$ cat src/rtl/packed_lane_accumulator.sv
// Splits packed two-lane products (A + B*2^SHIFT) into signed lanes and sums each
// lane over an in_last-delimited frame; results leave through a one-deep output register.
module packed_lane_accumulator #(
    parameter int P_W   = 33,
    parameter int SHIFT = 16,
    parameter int ACC_W = 34,
    parameter int OUT_W = 16,
    parameter int CNT_W = 16
) (
    input  logic             clk,
    input  logic             rst,
    input  logic             in_valid,
    input  logic [P_W-1:0]   in_data,
    input  logic             in_last,
    output logic             in_ready,
    output logic             out_valid,
    output logic [OUT_W-1:0] out_a,
    output logic [OUT_W-1:0] out_b,
    output logic [CNT_W-1:0] out_cnt,
    output logic [1:0]       out_sat,
    input  logic             out_ready
);

    typedef enum logic {ACCUM_EMPTY, ACCUM_BUSY} acc_state_t;
    typedef enum logic {OUT_EMPTY, OUT_FULL} out_state_t;

    localparam logic signed [ACC_W-1:0] SAT_MAX = ACC_W'((1 << (OUT_W - 1)) - 1);
    localparam logic signed [ACC_W-1:0] SAT_MIN = ~SAT_MAX;

    acc_state_t              acc_state;
    out_state_t              out_state;
    logic signed [ACC_W-1:0] acc_a;
    logic signed [ACC_W-1:0] acc_b;
    logic [CNT_W-1:0]        cnt;

    logic [SHIFT-1:0]        lane_a;
    logic [SHIFT-1:0]        lane_b;
    logic signed [ACC_W-1:0] dec_a;
    logic signed [ACC_W-1:0] dec_b;
    logic signed [ACC_W-1:0] sum_a;
    logic signed [ACC_W-1:0] sum_b;
    logic [CNT_W-1:0]        cnt_inc;
    logic                    accept;
    logic                    unused_bits;

    assign unused_bits = ^in_data[P_W-1:2*SHIFT];

    // Lane A's sign bit was borrowed from lane B when the product was packed; add it back.
    assign lane_a = in_data[SHIFT-1:0];
    assign lane_b = in_data[2*SHIFT-1:SHIFT] + SHIFT'(in_data[SHIFT-1]);
    assign dec_a  = {{(ACC_W-SHIFT){lane_a[SHIFT-1]}}, lane_a};
    assign dec_b  = {{(ACC_W-SHIFT){lane_b[SHIFT-1]}}, lane_b};

    assign sum_a   = acc_a + dec_a;
    assign sum_b   = acc_b + dec_b;
    assign cnt_inc = (cnt == {CNT_W{1'b1}}) ? cnt : cnt + CNT_W'(1);

    assign out_valid = (out_state == OUT_FULL);
    assign in_ready  = !out_valid || out_ready;
    assign accept    = in_valid && in_ready;

    function automatic logic [OUT_W-1:0] clamp(input logic signed [ACC_W-1:0] v);
        if (v > SAT_MAX)      clamp = SAT_MAX[OUT_W-1:0];
        else if (v < SAT_MIN) clamp = SAT_MIN[OUT_W-1:0];
        else                  clamp = v[OUT_W-1:0];
    endfunction

    function automatic logic is_sat(input logic signed [ACC_W-1:0] v);
        is_sat = (v > SAT_MAX) || (v < SAT_MIN);
    endfunction

    always_ff @(posedge clk) begin
        if (rst) begin
            acc_state <= ACCUM_EMPTY;
            out_state <= OUT_EMPTY;
            acc_a     <= '0;
            acc_b     <= '0;
            cnt       <= '0;
            out_a     <= '0;
            out_b     <= '0;
            out_cnt   <= '0;
            out_sat   <= 2'b00;
        end else begin
            if (out_valid && out_ready) begin
                out_state <= OUT_EMPTY;
            end
            if (accept) begin
                if (in_last) begin
                    out_a     <= clamp(sum_a);
                    out_b     <= clamp(sum_b);
                    out_cnt   <= cnt_inc;
                    out_sat   <= {is_sat(sum_b), is_sat(sum_a)};
                    out_state <= OUT_FULL;
                    acc_a     <= '0;
                    acc_b     <= '0;
                    cnt       <= '0;
                    acc_state <= ACCUM_EMPTY;
                end else begin
                    acc_a     <= sum_a;
                    acc_b     <= sum_b;
                    cnt       <= cnt_inc;
                    acc_state <= ACCUM_BUSY;
                end
            end
        end
    end

endmodule

$ cat config.mk
export PLATFORM = sky130hd
export DESIGN_NAME = packed_lane_accumulator
export DESIGN_NICKNAME = d
export VERILOG_FILES = /design/src/rtl/packed_lane_accumulator.sv
export SDC_FILE = /design/constraint.sdc
export NUM_CORES = 1
export LEC_CHECK = 0
export ABC_AREA = 1
export CORE_MARGIN = 2
export CORE_UTILIZATION = 33
export DETAILED_ROUTE_END_ITERATION = 10
export GPL_ROUTABILITY_DRIVEN = 0
export HOLD_SLACK_MARGIN = 0.05
export PLACE_DENSITY = 0.57
export RECOVER_POWER = 100
export SYNTH_ARGS = -nofsm -noshare
export SYNTH_HDL_FRONTEND = slang
export SYNTH_SLANG_ARGS = --single-unit
$ cat constraint.sdc
create_clock -name clk -period 3.45 [get_ports clk]
set_clock_uncertainty 0.1 [all_clocks]
set_input_delay 0.345 -clock clk [delete_from_list [all_inputs] [get_ports clk]]
set_output_delay 0.345 -clock clk [all_outputs]
set_load 0.01 [all_outputs]
==> results of run 1 <==
==> critical path, delay by kind of cell <==
kind / cells / cell delay [ps]
xor+xnor: 1 / 180
simple gates: 14 / 1370
fa+ha+maj: 2 / 360
compound gates: 2 / 230
buf+inv: 10 / 1350
==> state kept, by name (all words and copies together), names as in the netlist <==
| register | cells |
|---|---|
| out_b | 16 |
| out_sat | 2 |
| out_cnt | 16 |
| out_a | 16 |
| out_valid | 1 |
| acc_a | 34 |
| cnt | 16 |
| acc_b | 34 |
==> through the flow <==
step	cell area, um^2	TNS, ps
after floorplan	11390	0
after global routing	15720	-6395
after detailed placement	14340	-39120
after CTS	15390	-4756
after global placement	14340	-37720
final	15720	-2437
==> kinds of logic (layout without fill, tap and decap cells) <==
group / Yosys count / in the layout / synth area share [%]
AO/OA/AOI/OAI: 264 / 264 / 13.35
XOR/XNOR: 51 / 51 / 4.456
adder cells (fa/ha/maj): 72 / 72 / 8.237
buffers and inverters: 323 / 654 / 11.34
flip-flops: 135 / 135 / 24.31
multiplexers: 1 / 1 / 0.09002
AND/OR/NAND/NOR: 1030 / 1031 / 38.22
==> power breakdown <==
group          switching [uW]  total [uW]  internal, uW
combinational            1020        1810           785
clock                     817        1900          1090
sequential               57.4        1710          1650
==> cells in the final DEF, fill, tap and decap left out, drive strengths merged, types with 2 or more instances in the layout <==
| master | Yosys | routed |
|---|---|---|
| nand3 | 97 | 97 |
| xor2 | 41 | 41 |
| ha | 70 | 70 |
| xnor2 | 10 | 10 |
| clkbuf | 36 | 29 |
| a22oi | 2 | 2 |
| dlymetal6s2s | 0 | 6 |
| nor4 | 3 | 3 |
| bufinv | 0 | 2 |
| inv | 279 | 287 |
| buf | 6 | 249 |
| clkinvlp | 0 | 2 |
| nor3 | 22 | 22 |
| a21oi | 172 | 172 |
| clkdlybuf4s50 | 0 | 21 |
| a21o | 3 | 3 |
| fa | 2 | 2 |
| nor2 | 146 | 146 |
| o21ai | 59 | 59 |
| clkinv | 1 | 3 |
| o21bai | 19 | 19 |
| dlygate4sd3 | 0 | 54 |
| o21a | 5 | 5 |
| a31oi | 2 | 2 |
| dfxtp | 135 | 135 |
| nand4 | 20 | 20 |
| and2 | 3 | 3 |
| nand2 | 731 | 732 |
| nand3b | 7 | 7 |
==> how the worst min path moves through the flow <==
stage | start | end | slack (ps) | depth (start not counted)
floorplan | cnt[11] | cnt[11] | 350 | 2
global placement | cnt[12] | cnt[12] | 350 | 2
detailed placement | cnt[11] | cnt[11] | 360 | 2
CTS | cnt[11] | cnt[11] | 370 | 2
global route | cnt[12] | cnt[12] | 390 | 2
finish | in_data[16] | acc_b[0] | 360 | 5
==> final cells by class <==
| type | count | area share, % |
|---|---|---|
| Clock buffer | 19 | 2.755 |
| Timing Repair Buffer | 341 | 17.95 |
| Timing Repair inverter | 1 | 0.05573 |
| Multi-Input combinational cell | 1419 | 50.67 |
| Inverter | 280 | 6.807 |
| Tap cell | 448 | 3.567 |
| Clock inverter | 13 | 0.9951 |
| Sequential cell | 135 | 17.20 |
==> routing by layer <==
layer / track usage [%] / vias up / share of wire, %
li1: - / 6509 / -
met1: 27.88 / 5662 / 48
met2: 34.66 / 254 / 46
met3: 2.265 / 46 / 4.0
met4: 5.966 / 0 / 1.7
met5: 0 / - / 0
==> timing repair <==
| item | 4_1_cts | 5_1_grt |
|---|---|---|
| resized for setup | 77 | 113 |
| gates cloned | 3 | 0 |
| buffers inserted | 26 | 9 |
| pin swaps | 47 | 72 |
| endpoints found under the setup margin | 37 | 27 |
==> run metrics, run 1 <==
clock root cell clkbuf_16; clock sink count approximately 140; placed insts 2589; DIE HEIGHT between 150 and 200 um; final count of negative-setup-slack endpoints 16; DR iter-0 viols about 690; sequential cell area roughly 0.0027 mm^2; CTS Buffer Depth 2; WL final between 30000 and 40000 um; status finished, violations left; largest net degree at the start of global routing between 80 and 90; Peak VDD IR approximately 280 uV; Fill cells ~3500; hold_ws roughly 360 ps; asr flop ratio synth 0%; Tot Pwr between 5000 and 6000 uW; number of unique standard cell types used by synthesis 47; vias in the first global route 11910; TritonCTS Buffers 17; Yosys warning count 0; area taken by multi-input logic gates approximately 0.0080 mm^2; CP max-delay cell ha_4; Syn Inst Count approximately 1900; LEAKAGE 0.007944 uW; ant diodes 0; f_max approximately 0.28 GHz; leading area contributor after synthesis dfxtp_1; core area ~0.033 mm^2; WP data arrival roughly 3800 ps; slew margin rel. -3.224%; fin crit share 104.7%; Ports 90; Worst path max stage delay around 240 ps; CTS tree done; worst skew pair latency between 400 and 500 ps; FF-to-FF Start acc_b[0]; Worst setup EP type flop; first-pass GRT wire length a little under 60000 um; most common cell in the netlist nand2_1; top cells by area, synth dfxtp_1, nand2_1, inv_1; full die area 0.03518 mm^2; RR Endpoint out_b[1]; FF-to-FF path depth 20; Hold Path Class in2reg; Avg Cell Area, Syn between 5 and 6 um^2; layout cell share with drive strength beyond 1 22.15%; Die Width approximately 190 um; failing checks capacitance limit, slew limit, setup timing; # DRC 0; RSZ-0062 raised after global routing yes; r2r setup slk a little under 400 ps; FP Rows 67; setup ws final -161.4 ps; WS Path Type in2reg; clock transition at the registers of the reported paths ~60 ps; TritonRoute pass-1 iters 5; Worst setup SP type input port; Post-layout nets about 2300; antenna violations before repair 0; Power per Cell Area 344.6 mW/mm^2; pre-CTS setup slack -1254 ps; final core occ 47.10%; minimum clock period between 3000 and 4000 ps; Post-synth EDFFs 0; Vias/cell between 4 and 5; dpl hpwl ~28000 um; non-filler instance count after layout 2656; Layout area overhead 41.34%; Netlist Area Pre-Place 0.01112 mm^2; grt ovf 0; Initial Util between 30% and 40%; total track usage 20.62%; WP data required ~3700 ps; Vias approximately 12000; post-synth net total approximately 2000; top cell type's share of synthesized area around a quarter; crit path max fanout 7; Final Hold Fails 0; Synth top cells by count nand2_1, inv_1, a21oi_1; DR WL/cell 13.85 um; maxcap violations 1; Setup crit start in_data[15]; Port Buffers roughly 90; worst slew pin tran 1543 ps; critical path endpoint out_b[1]; CTS HTree Levels 4; count of hold-fix buffers inserted at cts 0; final slew viol count 19; Yosys reg bits between 100 and 150; Final ANT Viol Nets 0; Top FF cell, synth dfxtp_1; post-synthesis sequential area ratio 24.31%
(Power assumes the default switching activity.)
==> run 2, diff against run 1 <==
DONT_BUFFER_PORTS = 1   (was not set)
PLACE_DENSITY = 0.53   (was 0.57)
REMOVE_ABC_BUFFERS = 1   (was not set)
==> run metrics, run 2 (synthesized netlist as in run 1, its figures left out) <==
largest net degree at the start of global routing 87 (unchanged); CTS tree done; TritonRoute pass-1 iters 7 (+2); crit path max fanout 21 (+14); maxcap violations 1 (unchanged); clock transition at the registers of the reported paths 60 ps (about the same); clock sink count 135 (unchanged); Initial Util 33.33% (unchanged); Fin Setup TNS -0.04863 ps (+2437 ps); WL final 36400 um (-1.0%); Hold Path Class in2reg; DR iter-0 viols 693 (-0.14%); FF-to-FF path depth 17 (-15%); WS Path Type in2reg; FF-to-FF Start acc_a[0]; final count of negative-setup-slack endpoints 1 (-15); Layout area overhead 22.82%; minimum clock period 3450 ps (-161.4 ps); Power per Cell Area 370.4 mW/mm^2 (+7.5%); worst skew pair latency 430 ps (about the same); Worst Hold End acc_a[0]; Largest regs acc_a x34, acc_b x34; final slew viol count 85 (+66); setup ws final -0.04863 ps (+161.4 ps); status finished, violations left; Top cell by count, worst path nand2_4; clock root cell clkbuf_16; Port Buffers 0 (-100%); LEAKAGE 0.006849 uW (-14%); grt ovf 0 (unchanged); Worst path max stage delay 310 ps (+70 ps); total track usage 20.52% (-0.10 points); placed insts 2408 (-7.0%); RR Endpoint out_a[1]; WP data arrival 3670 ps (-170 ps); most frequent cells in the layout nand2_1, inv_1, a21oi_1, dfxtp_1, buf_4; slew margin rel. -28.10% (-25 points); final core occ 40.93% (-6.2 points); fin crit share 100.0% (-4.7 points); layout cell share with drive strength beyond 1 16.43% (-5.7 points); CTS Buffer Depth 2 (unchanged); FP Rows 67 (unchanged); Vias/cell 4.804 (+2.3%); CTS HTree Levels 4 (unchanged); antenna violations before repair 0 (unchanged); DIE HEIGHT 187.6 um (unchanged); WP data required 3670 ps (about the same); TritonCTS Buffers 17 (unchanged); Worst setup SP type input port; Final Hold Fails 0 (unchanged); full die area 0.03518 mm^2 (unchanged); first-pass GRT wire length 58250 um (-1.8%); r2r setup slk 280 ps (-110 ps); Ports 90 (unchanged); min-delay src in_data[0]; RSZ-0062 raised after global routing yes; hold_ws 136.5 ps (-220.9 ps); # DRC 0 (unchanged); CP max-delay cell ha_4; Min-Delay Path Depth 3 (-2); vias in the first global route 10930 (-8.2%); f_max 0.2899 GHz (+4.7%); Worst setup EP type flop; DR WL/cell 14.81 um (+7.0%); Die Width 187.6 um (unchanged); non-filler instance count after layout 2458 (-7.5%); dpl hpwl 27330 um (-2.6%); Peak VDD IR 330.0 uV (+18%); core area 0.03336 mm^2 (unchanged); Final ANT Viol Nets 0 (unchanged); worst slew pin tran 1921 ps (+378.8 ps); commonest non-fill, non-tap cell in the layout nand2_1; Vias 11810 (-5.3%); failing checks capacitance limit, slew limit, setup timing; Post-layout nets 2106 (-8.6%)
run 2: stage by stage:
step / total power [uW] / area [um^2] / setup WS (ps)
after floorplan: 2607 / 10910 / -1885
after global placement: 3088 / 12480 / -805.5
after detailed placement: 3092 / 12480 / -771.7
after CTS: 5075 / 13530 / -10.70
after global routing: 5342 / 13650 / -274.0
final: 5059 / 13660 / -0.04863
run 2: power breakdown:
group	total (uW)	internal, uW	switching, uW
Combinational	1460	559	900
Clock	1860	1040	827
Sequential	1740	1650	87.7
Total	5060	3240	1810
run 2: cell type report:
class                      count  area [um^2]
sequential                   135         2703
inverter                     280         1054
antenna                        1        2.502
timing repair buffer         143         1136
clock inverter                13        135.1
clock buffer                  19        442.9
tap                          448        560.5
fill                        3615        19710
multi-input combinational   1419         7624
run 2: how the worst max path moves through the flow:
stage,from,depth (start not counted),end,slack [ps]
after floorplan,out_ready,7,out_a[0],-1880
after global placement,in_data[15],31,out_b[9],-810
after detailed placement,in_data[15],31,out_b[7],-770
after CTS,in_data[15],32,out_sat[1],-10
after global routing,in_data[15],33,out_b[7],-270
final,in_data[15],30,out_b[7],-0.05
run 2: routing by layer:
metal / routed length [um] / track usage (%)
met5: 0 / 0
met2: 16020 / 32.08
met4: 456 / 4.724
met3: 1966 / 2.957
met1: 17960 / 29.70
run 2: repair_timing:
action,in CTS,in global routing
setup endpoints to repair,16,18
pin swaps,25,50
buffers inserted,9,6
resized for setup,69,52
hold buffers,3,0
cloned,2,0
endpoints found under the hold margin,86,0
run 2: worst max-delay path: cells and delay by family:
kind                     cells  cell delay (ps)
AND/OR/NAND/NOR             18             1810
buffers and inverters        7              650
adder cells (fa/ha/maj)      2              430
AO/OA/AOI/OAI                2              260
XOR/XNOR                     1              130
==> run 3, diff against run 2 <==
ABC_AREA = not set   (was 1)
==> run metrics, run 3 <==
Peak VDD IR 287.1 uV (-13%); fin crit share 120.2% (+20 points); logic gate share of total power 32.8% (+4.0 points); clock transition at the registers of the reported paths 70 ps (about the same); slew margin rel. 5.917% (+34 points); maxcap violations 0 (-1); top cells by area, synth dfxtp_1, ha_1, nor2_1; area taken by multi-input logic gates 0.007536 mm^2 (-1.1%); DIE HEIGHT 174.0 um (-7.2%); Worst setup SP type input port; Ports 90 (unchanged); number of unique standard cell types used by synthesis 78 (+66%); Hold Path Class in2reg; Vias 10280 (-13%); first-pass GRT wire length 54610 um (-6.3%); most frequent cells in the layout buf_4, nor2_1, dfxtp_1, nand2_1, a21oi_1; Power per Cell Area 390.5 mW/mm^2 (+5.4%); Syn Inst Count 1222 (-35%); CP bufs+invs 4 (-3); TritonRoute pass-1 iters 5 (-2); asr flop ratio synth 0% (unchanged); Final ANT Viol Nets 0 (unchanged); LEAKAGE 0.005811 uW (-15%); min-delay src in_last; Worst path max stage delay 510 ps (+200 ps); worst-path cell chain and3_4 -> and3_4 -> buf_6 -> nand4_1 -> nor2_2 -> buf_4 -> nand3_4 -> xnor2_2 -> ha_1 -> and4_4 -> nand2_4 -> a2111oi_4 -> o21a_2 -> buf_6 -> o2111ai_4 -> a221oi_2 -> nand3_1 -> or4_4 -> o21a_4 -> buf_12 -> o2bb2ai_2; Tot Pwr 5372 uW (+6.2%); failing checks setup timing; post-synthesis sequential area ratio 28.34% (+4.0 points); Die Width 174.0 um (-7.2%); hold_ws 75.29 ps (-61.20 ps); Top FF cell, synth dfxtp_1; minimum clock period 4146 ps (+696.0 ps); Pint 3526 uW (+8.7%); core area 0.02855 mm^2 (-14%); full die area 0.03027 mm^2 (-14%); top cell type's share of synthesized area 28.34% (+4.0 points); Final Hold Fails 0 (unchanged); WL final 34120 um (-6.3%); leading area contributor after synthesis dfxtp_1; f_max 0.2412 GHz (-17%); dpl hpwl 23690 um (-13%); clock root cell clkbuf_16; WP data arrival 4420 ps (+750 ps); clock sink count 135 (unchanged); CTS tree done; WP data required 3720 ps (+50 ps); most common cell in the netlist nor2_1; FP Rows 62 (-7.5%); CTS Buffer Depth 2 (unchanged); TritonCTS Buffers 17 (unchanged); Largest regs acc_a x34, acc_b x34; Net Sw Power 1846 uW (+1.7%); clock share of power 34.5% (-2.3 points); layout cell share with drive strength beyond 1 33.24% (+17 points); worst skew pair latency 440 ps (about the same); Worst setup EP type flop; Fill cells 2817 (-22%); total track usage 22.43% (+1.9 points); crit path max fanout 8 (-62%); CTS HTree Levels 4 (unchanged); final slew viol count 0 (-100%); setup ws final -696.0 ps (-696.0 ps); RSZ-0062 raised after global routing yes; commonest non-fill, non-tap cell in the layout buf_4; crit-path leading delay family simple AND/OR/NAND/NOR gates; Synth top cells by count nor2_1, dfxtp_1, nand2_1; WS Path Type in2reg; FF-to-FF Start acc_a[0]; DR iter-0 viols 772 (+11%); Setup crit start in_data[19]; Post-layout nets 1589 (-25%); worst slew pin tran 1410 ps (-511.7 ps); sequential share of power 32.7% (-1.6 points); Netlist Area Pre-Place 0.009535 mm^2 (-14%); ant diodes 0 (-1); grt ovf 0 (unchanged); Post-synth EDFFs 0 (unchanged); largest net degree at the start of global routing 102 (+17%); sequential cell area 0.002706 mm^2 (+0.14%); Initial Util 33.40% (+0.075 points); DR WL/cell 18.19 um (+23%); Layout area overhead 44.30%; final count of negative-setup-slack endpoints 38 (+37); Port Buffers 0 (unchanged); # DRC 0 (unchanged); Avg Cell Area, Syn 7.803 um^2 (+32%); status finished, violations left; antenna violations before repair 0 (unchanged); Vias/cell 5.481 (+14%); Yosys reg bits 135 (unchanged); Yosys warning count 0 (unchanged); vias in the first global route 10120 (-7.4%); Sw Ratio 34.36% (-1.5 points); CP max-delay cell or4_4
-- run 3: cell type report --
class,count,area share (%)
Multi-Input combinational cell,1004,54.77
Sequential cell,135,19.67
Timing Repair Buffer,299,17.27
Tap cell,384,3.492
Clock buffer,19,3.219
Clock inverter,13,0.9821
Inverter,22,0.6002
-- run 3: path summary, 6_finish.rpt --
kind                     to  slack (ps)  cells after the start
hold reg to reg   acc_a[31]         370                      2
setup / recovery  out_b[12]        -700                     21
hold / removal       cnt[3]          80                      3
setup reg to reg   out_a[6]        -590                     17
-- run 3: stage by stage --
step	TNS, ps	worst slack, ps	util (%)	area [um^2]	cells
global placement	-34860	-1158	41.43	11830	1810
global route	-26980	-847.8	48.20	13760	1876
detailed placement	-37010	-1246	41.43	11830	1810
floorplan	-126860	-1777	-	9289	1161
finish	-20550	-696.0	48.20	13760	1876
CTS	-11370	-509.1	47.23	13480	1872
-- run 3: timing repair --
item,4_1_cts,5_1_grt
pin swaps,97,37
buffers inserted,28,6
endpoints found under the hold margin,101,0
gates resized for setup,157,59
cloned,2,0
setup endpoints to repair,37,41
hold buffers,3,0
-- run 3: logic make-up after synthesis --
group / Yosys count / share of synthesized area, %
flops: 135 / 28.34
fa+ha+maj: 72 / 9.605
buf+inv: 83 / 3.451
mux: 2 / 0.2100
compound gates: 403 / 28.97
xor+xnor: 80 / 7.348
simple gates: 447 / 22.07
-- run 3: worst register-to-register path: stages, from the launching register on --
cell	delay, ps
dfxtp_2	340
ha_4	160
fa_2	330
a21o_1	170
and4_4	190
o21ai_0	450
a31oi_4	190
clkbuf_2	190
a311o_1	360
xor2_2	170
buf_4	140
nand2_2	50
or4_4	430
nor4_4	180
buf_4	200
buf_12	140
o21ai_2	70
a21oi_2	110
-- run 3: metal layers --
metal | track usage (%) | vias up | share of wire (%)
met1 | 30.18 | 4956 | 47
met2 | 36.27 | 254 | 46
met3 | 3.959 | 43 | 4.8
met4 | 7.528 | 0 | 2.3
li1 | - | 5030 | -
met5 | 0 | - | 0
-- run 3: power by group through the flow --
stage          combinational (uW)  clock, uW  sequential (uW)
6_report                     1760       1850             1760
5_1_grt                      1920       1940             1770
4_1_cts                      1670       1880             1760
3_5_place_dp                 1430          0             1790
3_3_place_gp                 1420          0             1790
2_1_floorplan                 807          0             1760
